### src/rtl/ecdsa_lh_writer_if.sv
// Shared types and the bundled signal interface between logic_hash, the
// ECDSA verify core and the ecdsa_lh_writer endpoint.

package ecdsa_lh_pkg;

  localparam int META_FID_NBITS = 12;

  // Per-word metadata delivered alongside the packet stream; only the
  // flow id is consumed by the writer (on the first word of a packet).
  typedef struct packed {
    logic [META_FID_NBITS-1:0] fid;
  } lh_ecdsa_meta_type;

endpackage

interface ecdsa_lh_writer_if #(
  parameter int FID_NBITS        = ecdsa_lh_pkg::META_FID_NBITS,
  parameter int LOGIC_HASH_NBITS = 256,
  parameter int SERIAL_NUM_NBITS = 32,
  parameter int PPL_NBITS        = 2
);

  // Packet stream and generated hash from logic_hash
  logic                              lh_ecdsa_valid;
  logic [127:0]                      lh_ecdsa_hdr_data;
  ecdsa_lh_pkg::lh_ecdsa_meta_type   lh_ecdsa_meta_data;
  logic                              lh_ecdsa_sop;
  logic                              lh_ecdsa_eop;
  logic                              lh_ecdsa_hash_valid;
  logic [LOGIC_HASH_NBITS-1:0]       lh_ecdsa_hash_data;
  logic                              ecdsa_lh_ready;

  // Verify request/response with the ECDSA core
  logic                              ecdsa_req_valid;
  logic                              ecdsa_req_ready;
  logic [FID_NBITS-1:0]              ecdsa_req_fid;
  logic [LOGIC_HASH_NBITS-1:0]       ecdsa_req_hash;
  logic                              ecdsa_resp_valid;
  logic                              ecdsa_resp_pass;

  // Table update written back into logic_hash
  logic                              ecdsa_lh_wr;
  logic [FID_NBITS-1:0]              ecdsa_lh_waddr;
  logic [LOGIC_HASH_NBITS-1:0]       ecdsa_lh_wdata;
  logic [SERIAL_NUM_NBITS-1:0]       ecdsa_lh_sn_wdata;
  logic [PPL_NBITS-1:0]              ecdsa_lh_ppl_wdata;

  // Statistics
  logic [31:0]                       pass_cnt;
  logic [31:0]                       fail_cnt;
  logic [31:0]                       ovf_cnt;

  // The writer endpoint
  modport slave (
    input  lh_ecdsa_valid, lh_ecdsa_hdr_data, lh_ecdsa_meta_data,
           lh_ecdsa_sop, lh_ecdsa_eop, lh_ecdsa_hash_valid, lh_ecdsa_hash_data,
           ecdsa_req_ready, ecdsa_resp_valid, ecdsa_resp_pass,
    output ecdsa_lh_ready, ecdsa_req_valid, ecdsa_req_fid, ecdsa_req_hash,
           ecdsa_lh_wr, ecdsa_lh_waddr, ecdsa_lh_wdata, ecdsa_lh_sn_wdata,
           ecdsa_lh_ppl_wdata, pass_cnt, fail_cnt, ovf_cnt
  );

  // The environment: logic_hash plus the ECDSA core
  modport master (
    output lh_ecdsa_valid, lh_ecdsa_hdr_data, lh_ecdsa_meta_data,
           lh_ecdsa_sop, lh_ecdsa_eop, lh_ecdsa_hash_valid, lh_ecdsa_hash_data,
           ecdsa_req_ready, ecdsa_resp_valid, ecdsa_resp_pass,
    input  ecdsa_lh_ready, ecdsa_req_valid, ecdsa_req_fid, ecdsa_req_hash,
           ecdsa_lh_wr, ecdsa_lh_waddr, ecdsa_lh_wdata, ecdsa_lh_sn_wdata,
           ecdsa_lh_ppl_wdata, pass_cnt, fail_cnt, ovf_cnt
  );

endinterface

### src/rtl/ecdsa_lh_writer.sv
// ECDSA-side endpoint of the logic-hash interface. Pairs each type1 packet
// with its logic hash, queues {fid, hash, sn, ppl} contexts in a small FIFO,
// runs one verify request at a time against the ECDSA core and writes the
// context back into the logic_hash table when the signature checks out.

module ecdsa_lh_writer #(
  parameter int FID_NBITS        = 12,
  parameter int LOGIC_HASH_NBITS = 256,
  parameter int SERIAL_NUM_NBITS = 32,
  parameter int PPL_NBITS        = 2,
  parameter int SN_POS           = 127,
  parameter int PPL_POS          = 95,
  parameter int CTX_DEPTH_NBITS  = 3
) (
  input  logic              clk,
  input  logic              rst,
  ecdsa_lh_writer_if.slave  bus
);

  localparam int DEPTH = 1 << CTX_DEPTH_NBITS;
  localparam int CNT_W = CTX_DEPTH_NBITS + 1;

  typedef enum logic [1:0] {
    S_IDLE,
    S_REQ,
    S_WAIT,
    S_WRITE
  } state_t;

  // Packet capture state
  logic                         in_pkt;
  logic                         hash_ok;
  logic [FID_NBITS-1:0]         cap_fid;
  logic [LOGIC_HASH_NBITS-1:0]  cap_hash;
  logic [SERIAL_NUM_NBITS-1:0]  cap_sn;
  logic [PPL_NBITS-1:0]         cap_ppl;

  // Context FIFO
  logic [FID_NBITS-1:0]         mem_fid  [DEPTH];
  logic [LOGIC_HASH_NBITS-1:0]  mem_hash [DEPTH];
  logic [SERIAL_NUM_NBITS-1:0]  mem_sn   [DEPTH];
  logic [PPL_NBITS-1:0]         mem_ppl  [DEPTH];
  logic [CTX_DEPTH_NBITS-1:0]   wr_ptr;
  logic [CTX_DEPTH_NBITS-1:0]   rd_ptr;
  logic [CNT_W-1:0]             count;
  logic [CNT_W-1:0]             next_count;
  logic                         ready_q;
  logic                         ready_next;
  logic [31:0]                  ovf_q;

  // Push-side decode
  logic                         sop_beat;
  logic                         push_req;
  logic                         push_ok;
  logic                         ovf;
  logic                         pop;
  logic                         full;
  logic [FID_NBITS-1:0]         push_fid;
  logic [LOGIC_HASH_NBITS-1:0]  push_hash;
  logic [SERIAL_NUM_NBITS-1:0]  push_sn;
  logic [PPL_NBITS-1:0]         push_ppl;

  // Verify sequencer
  state_t                       state;
  logic                         req_valid_q;
  logic [FID_NBITS-1:0]         req_fid_q;
  logic [LOGIC_HASH_NBITS-1:0]  req_hash_q;
  logic [SERIAL_NUM_NBITS-1:0]  ctx_sn;
  logic [PPL_NBITS-1:0]         ctx_ppl;
  logic                         wr_q;
  logic [FID_NBITS-1:0]         waddr_q;
  logic [LOGIC_HASH_NBITS-1:0]  wdata_q;
  logic [SERIAL_NUM_NBITS-1:0]  sn_wdata_q;
  logic [PPL_NBITS-1:0]         ppl_wdata_q;
  logic [31:0]                  pass_q;
  logic [31:0]                  fail_q;

  // Decide whether this beat completes a pushable packet. A single-word packet
  // bypasses the capture registers so it can be pushed in the cycle it arrives;
  // a pop in the same cycle frees a slot, so a full FIFO still accepts the push.
  always_comb begin
    sop_beat   = bus.lh_ecdsa_valid & bus.lh_ecdsa_sop;
    push_req   = bus.lh_ecdsa_valid & bus.lh_ecdsa_eop &
                 (bus.lh_ecdsa_sop ? bus.lh_ecdsa_hash_valid : (in_pkt & hash_ok));
    push_fid   = bus.lh_ecdsa_sop ? bus.lh_ecdsa_meta_data.fid : cap_fid;
    push_hash  = bus.lh_ecdsa_sop ? bus.lh_ecdsa_hash_data : cap_hash;
    push_sn    = bus.lh_ecdsa_sop ? bus.lh_ecdsa_hdr_data[SN_POS -: SERIAL_NUM_NBITS] : cap_sn;
    push_ppl   = bus.lh_ecdsa_sop ? bus.lh_ecdsa_hdr_data[PPL_POS -: PPL_NBITS] : cap_ppl;
    full       = (count == CNT_W'(DEPTH));
    pop        = (state == S_IDLE) && (count != '0);
    push_ok    = push_req & (~full | pop);
    ovf        = push_req & full & ~pop;
    next_count = count + {{CTX_DEPTH_NBITS{1'b0}}, push_ok} - {{CTX_DEPTH_NBITS{1'b0}}, pop};
    ready_next = (next_count <= CNT_W'(DEPTH - 2));
  end

  // Track the packet in progress: latch header fields on sop, remember whether the hash arrived with it
  always_ff @(posedge clk) begin
    if (rst) begin
      in_pkt   <= 1'b0;
      hash_ok  <= 1'b0;
      cap_fid  <= '0;
      cap_hash <= '0;
      cap_sn   <= '0;
      cap_ppl  <= '0;
    end else if (sop_beat) begin
      cap_fid <= bus.lh_ecdsa_meta_data.fid;
      cap_sn  <= bus.lh_ecdsa_hdr_data[SN_POS -: SERIAL_NUM_NBITS];
      cap_ppl <= bus.lh_ecdsa_hdr_data[PPL_POS -: PPL_NBITS];
      hash_ok <= bus.lh_ecdsa_hash_valid;
      if (bus.lh_ecdsa_hash_valid) begin
        cap_hash <= bus.lh_ecdsa_hash_data;
      end
      in_pkt <= ~bus.lh_ecdsa_eop;
    end else if (bus.lh_ecdsa_valid && bus.lh_ecdsa_eop) begin
      in_pkt <= 1'b0;
    end
  end

  // Context storage; contents are only meaningful between the pointers, so no reset
  always_ff @(posedge clk) begin
    if (push_ok) begin
      mem_fid[wr_ptr]  <= push_fid;
      mem_hash[wr_ptr] <= push_hash;
      mem_sn[wr_ptr]   <= push_sn;
      mem_ppl[wr_ptr]  <= push_ppl;
    end
  end

  // FIFO pointers, occupancy, registered ready and the overflow statistic
  always_ff @(posedge clk) begin
    if (rst) begin
      wr_ptr  <= '0;
      rd_ptr  <= '0;
      count   <= '0;
      ready_q <= 1'b1;
      ovf_q   <= '0;
    end else begin
      if (push_ok) begin
        wr_ptr <= wr_ptr + CTX_DEPTH_NBITS'(1);
      end
      if (pop) begin
        rd_ptr <= rd_ptr + CTX_DEPTH_NBITS'(1);
      end
      count   <= next_count;
      ready_q <= ready_next;
      if (ovf && (ovf_q != 32'hFFFF_FFFF)) begin
        ovf_q <= ovf_q + 32'd1;
      end
    end
  end

  // Verify sequencer: pop a context, hold the request until accepted, await the verdict, write back on pass
  always_ff @(posedge clk) begin
    if (rst) begin
      state       <= S_IDLE;
      req_valid_q <= 1'b0;
      req_fid_q   <= '0;
      req_hash_q  <= '0;
      ctx_sn      <= '0;
      ctx_ppl     <= '0;
      wr_q        <= 1'b0;
      waddr_q     <= '0;
      wdata_q     <= '0;
      sn_wdata_q  <= '0;
      ppl_wdata_q <= '0;
      pass_q      <= '0;
      fail_q      <= '0;
    end else begin
      wr_q <= 1'b0;
      case (state)
        S_IDLE: begin
          if (pop) begin
            req_fid_q   <= mem_fid[rd_ptr];
            req_hash_q  <= mem_hash[rd_ptr];
            ctx_sn      <= mem_sn[rd_ptr];
            ctx_ppl     <= mem_ppl[rd_ptr];
            req_valid_q <= 1'b1;
            state       <= S_REQ;
          end
        end
        S_REQ: begin
          if (bus.ecdsa_req_ready) begin
            req_valid_q <= 1'b0;
            state       <= S_WAIT;
          end
        end
        S_WAIT: begin
          if (bus.ecdsa_resp_valid) begin
            if (bus.ecdsa_resp_pass) begin
              wr_q        <= 1'b1;
              waddr_q     <= req_fid_q;
              wdata_q     <= req_hash_q;
              sn_wdata_q  <= ctx_sn;
              ppl_wdata_q <= ctx_ppl;
              if (pass_q != 32'hFFFF_FFFF) begin
                pass_q <= pass_q + 32'd1;
              end
              state <= S_WRITE;
            end else begin
              if (fail_q != 32'hFFFF_FFFF) begin
                fail_q <= fail_q + 32'd1;
              end
              state <= S_IDLE;
            end
          end
        end
        S_WRITE: begin
          state <= S_IDLE;
        end
        default: begin
          state <= S_IDLE;
        end
      endcase
    end
  end

  assign bus.ecdsa_lh_ready     = ready_q;
  assign bus.ecdsa_req_valid    = req_valid_q;
  assign bus.ecdsa_req_fid      = req_fid_q;
  assign bus.ecdsa_req_hash     = req_hash_q;
  assign bus.ecdsa_lh_wr        = wr_q;
  assign bus.ecdsa_lh_waddr     = waddr_q;
  assign bus.ecdsa_lh_wdata     = wdata_q;
  assign bus.ecdsa_lh_sn_wdata  = sn_wdata_q;
  assign bus.ecdsa_lh_ppl_wdata = ppl_wdata_q;
  assign bus.pass_cnt           = pass_q;
  assign bus.fail_cnt           = fail_q;
  assign bus.ovf_cnt            = ovf_q;

endmodule

### src/flat_wrapper.sv
// flat-port wrapper written by rule: the top's interface ports become plain ports
module ecdsa_lh_writer_flat 
#(
  parameter int FID_NBITS        = 12,
  parameter int LOGIC_HASH_NBITS = 256,
  parameter int SERIAL_NUM_NBITS = 32,
  parameter int PPL_NBITS        = 2,
  parameter int SN_POS           = 127,
  parameter int PPL_POS          = 95,
  parameter int CTX_DEPTH_NBITS  = 3
)
  (clk, rst, bus_lh_ecdsa_valid, bus_lh_ecdsa_hdr_data, bus_lh_ecdsa_meta_data, bus_lh_ecdsa_sop, bus_lh_ecdsa_eop, bus_lh_ecdsa_hash_valid, bus_lh_ecdsa_hash_data, bus_ecdsa_req_ready, bus_ecdsa_resp_valid, bus_ecdsa_resp_pass, bus_ecdsa_lh_ready, bus_ecdsa_req_valid, bus_ecdsa_req_fid, bus_ecdsa_req_hash, bus_ecdsa_lh_wr, bus_ecdsa_lh_waddr, bus_ecdsa_lh_wdata, bus_ecdsa_lh_sn_wdata, bus_ecdsa_lh_ppl_wdata, bus_pass_cnt, bus_fail_cnt, bus_ovf_cnt);
  ecdsa_lh_writer_if #(.FID_NBITS(FID_NBITS), .LOGIC_HASH_NBITS(LOGIC_HASH_NBITS), .SERIAL_NUM_NBITS(SERIAL_NUM_NBITS), .PPL_NBITS(PPL_NBITS)) bus_i ();
  input  logic clk;
  input  logic rst;
  input wire logic [$bits(bus_i.lh_ecdsa_valid)-1:0] bus_lh_ecdsa_valid;
  input wire logic [$bits(bus_i.lh_ecdsa_hdr_data)-1:0] bus_lh_ecdsa_hdr_data;
  input wire logic [$bits(bus_i.lh_ecdsa_meta_data)-1:0] bus_lh_ecdsa_meta_data;
  input wire logic [$bits(bus_i.lh_ecdsa_sop)-1:0] bus_lh_ecdsa_sop;
  input wire logic [$bits(bus_i.lh_ecdsa_eop)-1:0] bus_lh_ecdsa_eop;
  input wire logic [$bits(bus_i.lh_ecdsa_hash_valid)-1:0] bus_lh_ecdsa_hash_valid;
  input wire logic [$bits(bus_i.lh_ecdsa_hash_data)-1:0] bus_lh_ecdsa_hash_data;
  input wire logic [$bits(bus_i.ecdsa_req_ready)-1:0] bus_ecdsa_req_ready;
  input wire logic [$bits(bus_i.ecdsa_resp_valid)-1:0] bus_ecdsa_resp_valid;
  input wire logic [$bits(bus_i.ecdsa_resp_pass)-1:0] bus_ecdsa_resp_pass;
  output wire logic [$bits(bus_i.ecdsa_lh_ready)-1:0] bus_ecdsa_lh_ready;
  output wire logic [$bits(bus_i.ecdsa_req_valid)-1:0] bus_ecdsa_req_valid;
  output wire logic [$bits(bus_i.ecdsa_req_fid)-1:0] bus_ecdsa_req_fid;
  output wire logic [$bits(bus_i.ecdsa_req_hash)-1:0] bus_ecdsa_req_hash;
  output wire logic [$bits(bus_i.ecdsa_lh_wr)-1:0] bus_ecdsa_lh_wr;
  output wire logic [$bits(bus_i.ecdsa_lh_waddr)-1:0] bus_ecdsa_lh_waddr;
  output wire logic [$bits(bus_i.ecdsa_lh_wdata)-1:0] bus_ecdsa_lh_wdata;
  output wire logic [$bits(bus_i.ecdsa_lh_sn_wdata)-1:0] bus_ecdsa_lh_sn_wdata;
  output wire logic [$bits(bus_i.ecdsa_lh_ppl_wdata)-1:0] bus_ecdsa_lh_ppl_wdata;
  output wire logic [$bits(bus_i.pass_cnt)-1:0] bus_pass_cnt;
  output wire logic [$bits(bus_i.fail_cnt)-1:0] bus_fail_cnt;
  output wire logic [$bits(bus_i.ovf_cnt)-1:0] bus_ovf_cnt;
  assign bus_i.lh_ecdsa_valid = bus_lh_ecdsa_valid;
  assign bus_i.lh_ecdsa_hdr_data = bus_lh_ecdsa_hdr_data;
  assign bus_i.lh_ecdsa_meta_data = bus_lh_ecdsa_meta_data;
  assign bus_i.lh_ecdsa_sop = bus_lh_ecdsa_sop;
  assign bus_i.lh_ecdsa_eop = bus_lh_ecdsa_eop;
  assign bus_i.lh_ecdsa_hash_valid = bus_lh_ecdsa_hash_valid;
  assign bus_i.lh_ecdsa_hash_data = bus_lh_ecdsa_hash_data;
  assign bus_i.ecdsa_req_ready = bus_ecdsa_req_ready;
  assign bus_i.ecdsa_resp_valid = bus_ecdsa_resp_valid;
  assign bus_i.ecdsa_resp_pass = bus_ecdsa_resp_pass;
  assign bus_ecdsa_lh_ready = bus_i.ecdsa_lh_ready;
  assign bus_ecdsa_req_valid = bus_i.ecdsa_req_valid;
  assign bus_ecdsa_req_fid = bus_i.ecdsa_req_fid;
  assign bus_ecdsa_req_hash = bus_i.ecdsa_req_hash;
  assign bus_ecdsa_lh_wr = bus_i.ecdsa_lh_wr;
  assign bus_ecdsa_lh_waddr = bus_i.ecdsa_lh_waddr;
  assign bus_ecdsa_lh_wdata = bus_i.ecdsa_lh_wdata;
  assign bus_ecdsa_lh_sn_wdata = bus_i.ecdsa_lh_sn_wdata;
  assign bus_ecdsa_lh_ppl_wdata = bus_i.ecdsa_lh_ppl_wdata;
  assign bus_pass_cnt = bus_i.pass_cnt;
  assign bus_fail_cnt = bus_i.fail_cnt;
  assign bus_ovf_cnt = bus_i.ovf_cnt;
  ecdsa_lh_writer #(.FID_NBITS(FID_NBITS), .LOGIC_HASH_NBITS(LOGIC_HASH_NBITS), .SERIAL_NUM_NBITS(SERIAL_NUM_NBITS), .PPL_NBITS(PPL_NBITS), .SN_POS(SN_POS), .PPL_POS(PPL_POS), .CTX_DEPTH_NBITS(CTX_DEPTH_NBITS)) u_core (.clk(clk), .rst(rst), .bus(bus_i));
endmodule
### config.mk
export PLATFORM = sky130hd
export DESIGN_NAME = ecdsa_lh_writer_flat
export DESIGN_NICKNAME = d
export VERILOG_FILES = /design/src/rtl/ecdsa_lh_writer_if.sv /design/src/rtl/ecdsa_lh_writer.sv /design/src/flat_wrapper.sv
export SDC_FILE = /design/constraint.sdc
export NUM_CORES = 2
export LEC_CHECK = 0
export ABC_AREA = 1
export BUFFER_PORTS_ARGS = -buffer_cell sky130_fd_sc_hd__buf_2
export CORE_ASPECT_RATIO = 0.7
export CORE_MARGIN = 4
export CORE_UTILIZATION = 58
export CTS_BUF_LIST = sky130_fd_sc_hd__clkbuf_4 sky130_fd_sc_hd__clkbuf_8
export CTS_CLUSTER_DIAMETER = 30
export DETAILED_ROUTE_END_ITERATION = 8
export GPL_TIMING_DRIVEN = 0
export PLACE_DENSITY_LB_ADDON = 0.05
export SYNTH_ARGS = -nofsm -noshare
export SYNTH_HDL_FRONTEND = slang
export SYNTH_SLANG_ARGS = --single-unit
### constraint.sdc
create_clock -name clk -period 38.3 [get_ports clk]
set_input_delay 7.66 -clock clk [delete_from_list [all_inputs] [get_ports clk]]
set_output_delay 7.66 -clock clk [all_outputs]
set_load 0.02 [all_outputs]
Word level (Yosys, flattened, before mapping):

Memory sizes are Yosys's and may differ from the RTL's. A register that Yosys moved wholly into a read port is not among the register bits.
Index checks and enable logic that the tools add are counted.

* output and inout port bits: 669
* input port bits: 405
* memories kept: 4
* bits in writable memories: 2416
* flip-flop bits (word level): 717
* word-level logic and storage cells: 89

Memory list
* u_core.mem_hash: depth 8, width 256, rd ports 1, clocked after Yosys merged registers in 1, write ports 1, RTL line ecdsa_lh_writer.sv:40 `logic [LOGIC_HASH_NBITS-1:0] mem_hash [DEPTH];`
* u_core.mem_sn: depth 8, width 32, rd ports 1, clocked after Yosys merged registers in 1, write ports 1, RTL line ecdsa_lh_writer.sv:41 `logic [SERIAL_NUM_NBITS-1:0] mem_sn [DEPTH];`
* u_core.mem_fid: depth 8, width 12, rd ports 1, clocked after Yosys merged registers in 1, write ports 1, RTL line ecdsa_lh_writer.sv:39 `logic [FID_NBITS-1:0] mem_fid [DEPTH];`
* u_core.mem_ppl: depth 8, width 2, rd ports 1, clocked after Yosys merged registers in 1, write ports 1, RTL line ecdsa_lh_writer.sv:42 `logic [PPL_NBITS-1:0] mem_ppl [DEPTH];`

* bitwise logic cells: 14
* magnitude comparators: 1
* reduce and logical (&&, ||, !) cells: 15
* muxes and demuxes: 18
* $add $sub $neg: 7
* equal/unequal tests: 10

Operators by type and width (count)
* $mux W256: 1
* $add A32 B1 Y32 const B: 3
* $ne A32 B32 Y1 const B: 3
* $mux W32: 1
* $mux W12: 1
* $mux W2: 5
* $reduce_and A3 Y1: 3
* $mux W1: 8
* $pmux W2 S4: 1
* $reduce_and A4 Y1: 2
* $and A1 B1 Y1: 7
* $add A3 B1 Y3 const B: 2
* $not A1 Y1: 6
* $add A4 B1 Y4: 1
* $eq A2 B2 Y1 const B: 2
* $eq A4 B4 Y1 const B: 1
* $le A4 B3 Y1 const B: 1
* $ne A2 B2 Y1 const B: 2
* $reduce_and A2 Y1: 2
* $reduce_bool A2 Y1: 2
* $reduce_bool A4 Y1: 1
* $sub A4 B1 Y4: 1
* $logic_and A1 B1 Y1: 3
* $reduce_or A3 Y1: 1
* 5 further kinds: 5

Longest topological paths before layout:

* depth in word-level cells: 7
* gate-level depth with buffers: 17
* mapped depth without buffers: 14

Worst setup path after synthesis:

OpenSTA, ideal clock, no wires.

* kind: input-to-reg
* start point: in bus_lh_ecdsa_sop
* end point: mem u_core.mem_fid[2][0], enable pin
* slack: 8134 ps
* setup time: 1338 ps
* required time: 36962 ps
* buffers on the path: 0
* stages on the path: 8
* data arrival time: 28829 ps
* cells stage by stage: inv_1 -> nor2_1 -> nor2_1 -> nand2_1 -> a21oi_1 -> inv_1 -> or2_2 -> nor3_1

* longest elaborated chain between the ends: 5

Ends and longest elaborated chain
* from (decl): RTL line flat_wrapper.sv:19 `input wire logic [$bits(bus_i.lh_ecdsa_sop)-1:0] bus_lh_ecdsa_sop;`
* $mux W1: RTL line ecdsa_lh_writer.sv:84 `(bus.lh_ecdsa_sop ? bus.lh_ecdsa_hash_valid : (in_pkt & hash_ok));`
* $and A1 B1 Y1: RTL line ecdsa_lh_writer.sv:83 `push_req = bus.lh_ecdsa_valid & bus.lh_ecdsa_eop &`
* $and A1 B1 Y1: RTL line ecdsa_lh_writer.sv:91 `push_ok = push_req & (~full | pop);`
* net u_core.push_ok: RTL line ecdsa_lh_writer.sv:54 `logic push_ok;`
* $mux W1: RTL line ecdsa_lh_writer.sv:122 `if (push_ok) begin`
* $mux W1 (implied by the code): RTL line ecdsa_lh_writer.sv:123 `mem_fid[wr_ptr] <= push_fid;`
* to (decl): RTL line ecdsa_lh_writer.sv:39

The timed path passes the listed nets, and every way through them passes these cells.

Final worst setup path:

* start point: in bus_lh_ecdsa_sop
* end point: mem u_core.mem_hash[1][134], data pin

* longest elaborated chain between the ends: 1

Ends and longest elaborated chain
* $mux W256: RTL line ecdsa_lh_writer.sv:86 `push_hash = bus.lh_ecdsa_sop ? bus.lh_ecdsa_hash_data : cap_hash;`
* net u_core.push_hash[134]: RTL line ecdsa_lh_writer.sv:59 `logic [LOGIC_HASH_NBITS-1:0] push_hash;`
* to (decl): RTL line ecdsa_lh_writer.sv:40

The timed path passes the listed nets, and every way through them passes these cells.

==> flow_summary.toml <==
[status]
run_status = "complete, but fails checks"
failing_checks = "capacitance limit, slew limit"

[min_path]
min_delay_path_depth = 2
worstHoldStart = "u_core.cap_hash[98]"
worstHoldPathType = "flip-flop to flip-flop"
holdPathEnd = "u_core.cap_hash[98]"

[final_layout]
finish.net_count = 14640
fillers = 17012
layout_commonest_cell = "sky130_fd_sc_hd__edfxtp_1"
final_core_util = 0.6890
final_layout_size_suffix_gt1_frac = 0.1658
areaGrowthSynthToFinish_pct = 18.13
mostFrequentLayoutCells = "sky130_fd_sc_hd__edfxtp_1, sky130_fd_sc_hd__nor2_1, sky130_fd_sc_hd__o21ai_0"

[synthesis]
synth_ff_type = "sky130_fd_sc_hd__edfxtp_1"
synth.lib_cells_used.distinct = 38
avg_cell_area_syn_um2 = 10.72
async_reset_ff_frac = 0
synth_edf_count = 2416
ys_ff_latch = 3435
synth_sequential_area_ratio = 0.6948
syn-num-nets = 12898
synth_area_um2 = 133800
synth_warnings = 0
cells_after_synthesis = 12481

[clock_tree]
clock_tree.root_cell = "sky130_fd_sc_hd__clkbuf_8"
cts-htree-levels = 6
clkTransAtPathRegs_ps = 70
tritoncts = "done"
post_cts.repair.setup_buffers = 0
cts-resized-gates = 0
cts_num_sinks = 3435
numCtsBuffers = 561
cts.path.max_buffers = 4
holdBufCountCts = 0
clk-insertion-delay-late_ps = 1070

[critical_path]
kind_of_end_point_of_the_critical_path = "flip-flop"
setup.worst_path.start_class = "input pin"
worst-endpoint-required_ps = 38970
rrSetupSlack_ps = 33230
path_class = "input pin to flip-flop"
ff2ff_path_depth = 18
r2r-end = "u_core.mem_hash[3][77]"
timing.critical_path.arrival_ps = 11870
cp_max_fo = 15
r2r-start = "u_core.count[2]"

[timing]
slew_violations = 111
report.final.hold_viol_count = 0
finalSetupViolations = 0
layout_worst_path_cycle_share = 0.2923
worst_clock_skew_ps = 55.34
layout_setup_ws_ps = 27100
worst-slew-pin-transition_ps = 1604
max-slew-margin-rel = -0.08044
maxClockFrequency_mhz = 89.32
period_needed_ps = 11200
rsz0062_at_grt = "no"

[power]
total_leakage_power_nw = 59.30
worst_case_vdd_ir_drop_v = 0.00005777
power_density_nw_per_um2 = 70.31

[grt]
first_global_vias = 100704
global_route_wire_length_before_repair_um = 686800
gr-usage-all-layers = 0.3949
grt_start_max_net_pins = 28
number_of_antenna_violations_at_the_first_check_in_global_routing = 76
grt_overflow = 0

[route]
total_length_of_routed_wires_um = 487600
routed_via_density = 6.094
routedWlPerCell_um = 27.37
antenna_violating_nets_post_route = 0
first_pass_iters = 8
drc_viols = 0
num_vias = 108551
drt_iter0_drc = 16577

[floorplan]
chipWidth_um = 582.0
row_count = 147
initial_utilization = 0.5832
dieHeight_um = 409.8
fp.coreArea_um2 = 229400
die_outline_area_um2 = 238500
floorplan.io_pins = 1074

[placed_design]
gpl_wtd_cong = 0.9240
detailedPlace.worstSlack_ps = 26300
port_buffers = 978
place_hpwl_um = 343500

[run]
maxCapViolCount = 15
stage by stage:
step	total power, mW	std cells	cell area (µm²)	setup TNS (ps)	hold WS [ps]
finish	11.11	17814	158000	0	446.2
global route	11.49	17756	157900	0	461.6
CTS	10.98	17726	157800	0	447.6
detailed placement	7.626	16709	145800	0	437.6
global placement	7.553	16513	142500	-8301470	432.7
floorplan	6.158	12481	133800	0	424.4
final cells by class:
cell class                      instances  area, µm²  share of cell area
Sequential cell                      3435      92950              0.5882
Multi-Input combinational cell       7474      34600              0.2189
Clock buffer                          843      10330             0.06538
Timing Repair Buffer                 1179       8172             0.05171
Tap cell                             3054       3821             0.02418
Buffer                                865       3664             0.02318
Inverter                              707       2654             0.01679
Clock inverter                        174       1629             0.01031
Antenna cell                           83      207.7            0.001314
registers in the layout, indices dropped and copies added, names as in the netlist, 96 cells and up:
signal / flops
u_core.mem_fid: 96
u_core.cap_hash: 256
u_core.bus.ecdsa_req_hash: 256
u_core.mem_sn: 256
u_core.bus.ecdsa_lh_wdata: 256
u_core.mem_hash: 2048
worst max-delay path, cell delays in order:
cell and delay [ps]:
sky130_fd_sc_hd__buf_2 150, sky130_fd_sc_hd__buf_2 600, sky130_fd_sc_hd__clkbuf_1 1030, sky130_fd_sc_hd__clkbuf_1 1200, sky130_fd_sc_hd__clkbuf_1 420, sky130_fd_sc_hd__nand2_1 110
sky130_fd_sc_hd__o21ai_1 620
worst max path at each step:
| stage | start | end | slack [ps] | depth (start not counted) |
|---|---|---|---|---|
| after floorplan | bus_lh_ecdsa_sop | u_core.mem_fid[2][0] | 8130 | 8 |
| after global placement | bus_lh_ecdsa_sop | u_core.mem_hash[3][76] | -13970 | 8 |
| after detailed placement | bus_lh_ecdsa_sop | u_core.mem_hash[1][124] | 26300 | 7 |
| after CTS | bus_lh_ecdsa_sop | u_core.mem_hash[6][124] | 27400 | 7 |
| after global routing | bus_lh_ecdsa_sop | u_core.mem_hash[2][118] | 27250 | 7 |
| final | bus_lh_ecdsa_sop | u_core.mem_hash[1][134] | 27100 | 7 |
power breakdown:
part	leakage [nW]	internal (mW)	switching (mW)
logic	22.6	0.817	2.52
registers	30.4	4.19	0.165
clock network	6.31	1.92	1.51
total	59.3	6.92	4.19
synthesized netlist by cell type, types with 4 or more instances:
cell type                  instances  area share
sky130_fd_sc_hd__o211ai_1        169      0.0095
sky130_fd_sc_hd__buf_2           167      0.0062
sky130_fd_sc_hd__xor2_1           18      0.0012
sky130_fd_sc_hd__nand3b_1         32      0.0018
sky130_fd_sc_hd__nor3_1            5     0.00019
sky130_fd_sc_hd__buf_6             8     0.00067
sky130_fd_sc_hd__clkbuf_2          8     0.00030
sky130_fd_sc_hd__inv_2             5     0.00014
sky130_fd_sc_hd__buf_1            51      0.0014
sky130_fd_sc_hd__buf_4            22      0.0012
sky130_fd_sc_hd__nor2_2            5     0.00023
sky130_fd_sc_hd__a21oi_2           8     0.00052
sky130_fd_sc_hd__clkbuf_1        608       0.017
sky130_fd_sc_hd__ha_1             11      0.0010
sky130_fd_sc_hd__nand2_1        1314       0.037
sky130_fd_sc_hd__inv_1           702       0.020
sky130_fd_sc_hd__o21ai_0        2061       0.077
sky130_fd_sc_hd__o21ai_1         324       0.012
sky130_fd_sc_hd__xnor2_1          24      0.0016
sky130_fd_sc_hd__nor2_4            5     0.00042
sky130_fd_sc_hd__a21oi_1         703       0.026
sky130_fd_sc_hd__nand3_1         189      0.0071
sky130_fd_sc_hd__nand4_1          11     0.00051
sky130_fd_sc_hd__dfxtp_1        1019        0.15
sky130_fd_sc_hd__o22ai_1         435       0.020
sky130_fd_sc_hd__nand2_2           6     0.00028
sky130_fd_sc_hd__nor2_1         2137       0.060
sky130_fd_sc_hd__edfxtp_1       2416        0.54
sky130_fd_sc_hd__and2_1            4     0.00019
metal layers:
metal	track usage	up-vias	part of all wire
met4	0.2175	42	0.060
met5	0	-	0.00060
met2	0.5537	8109	0.41
met3	0.1315	1197	0.15
met1	0.5437	52007	0.38
li1	-	47196	-
cell families (layout without fill, tap and decap cells):
kind of cell / count (synthesis) / count (layout) / synth area share
AOI/OAI and AO/OA: 3705 / 3705 / 0.1462
and+or+nand+nor: 3715 / 3715 / 0.1081
DFF: 3435 / 3435 / 0.6948
buffers and inverters: 1572 / 3768 / 0.04694
other: 0 / 83 / 0
xor gates and xnor gates: 42 / 42 / 0.002750
adders and majority gates: 12 / 12 / 0.001179
No activity file was read; power rests on OpenSTA's default activity.
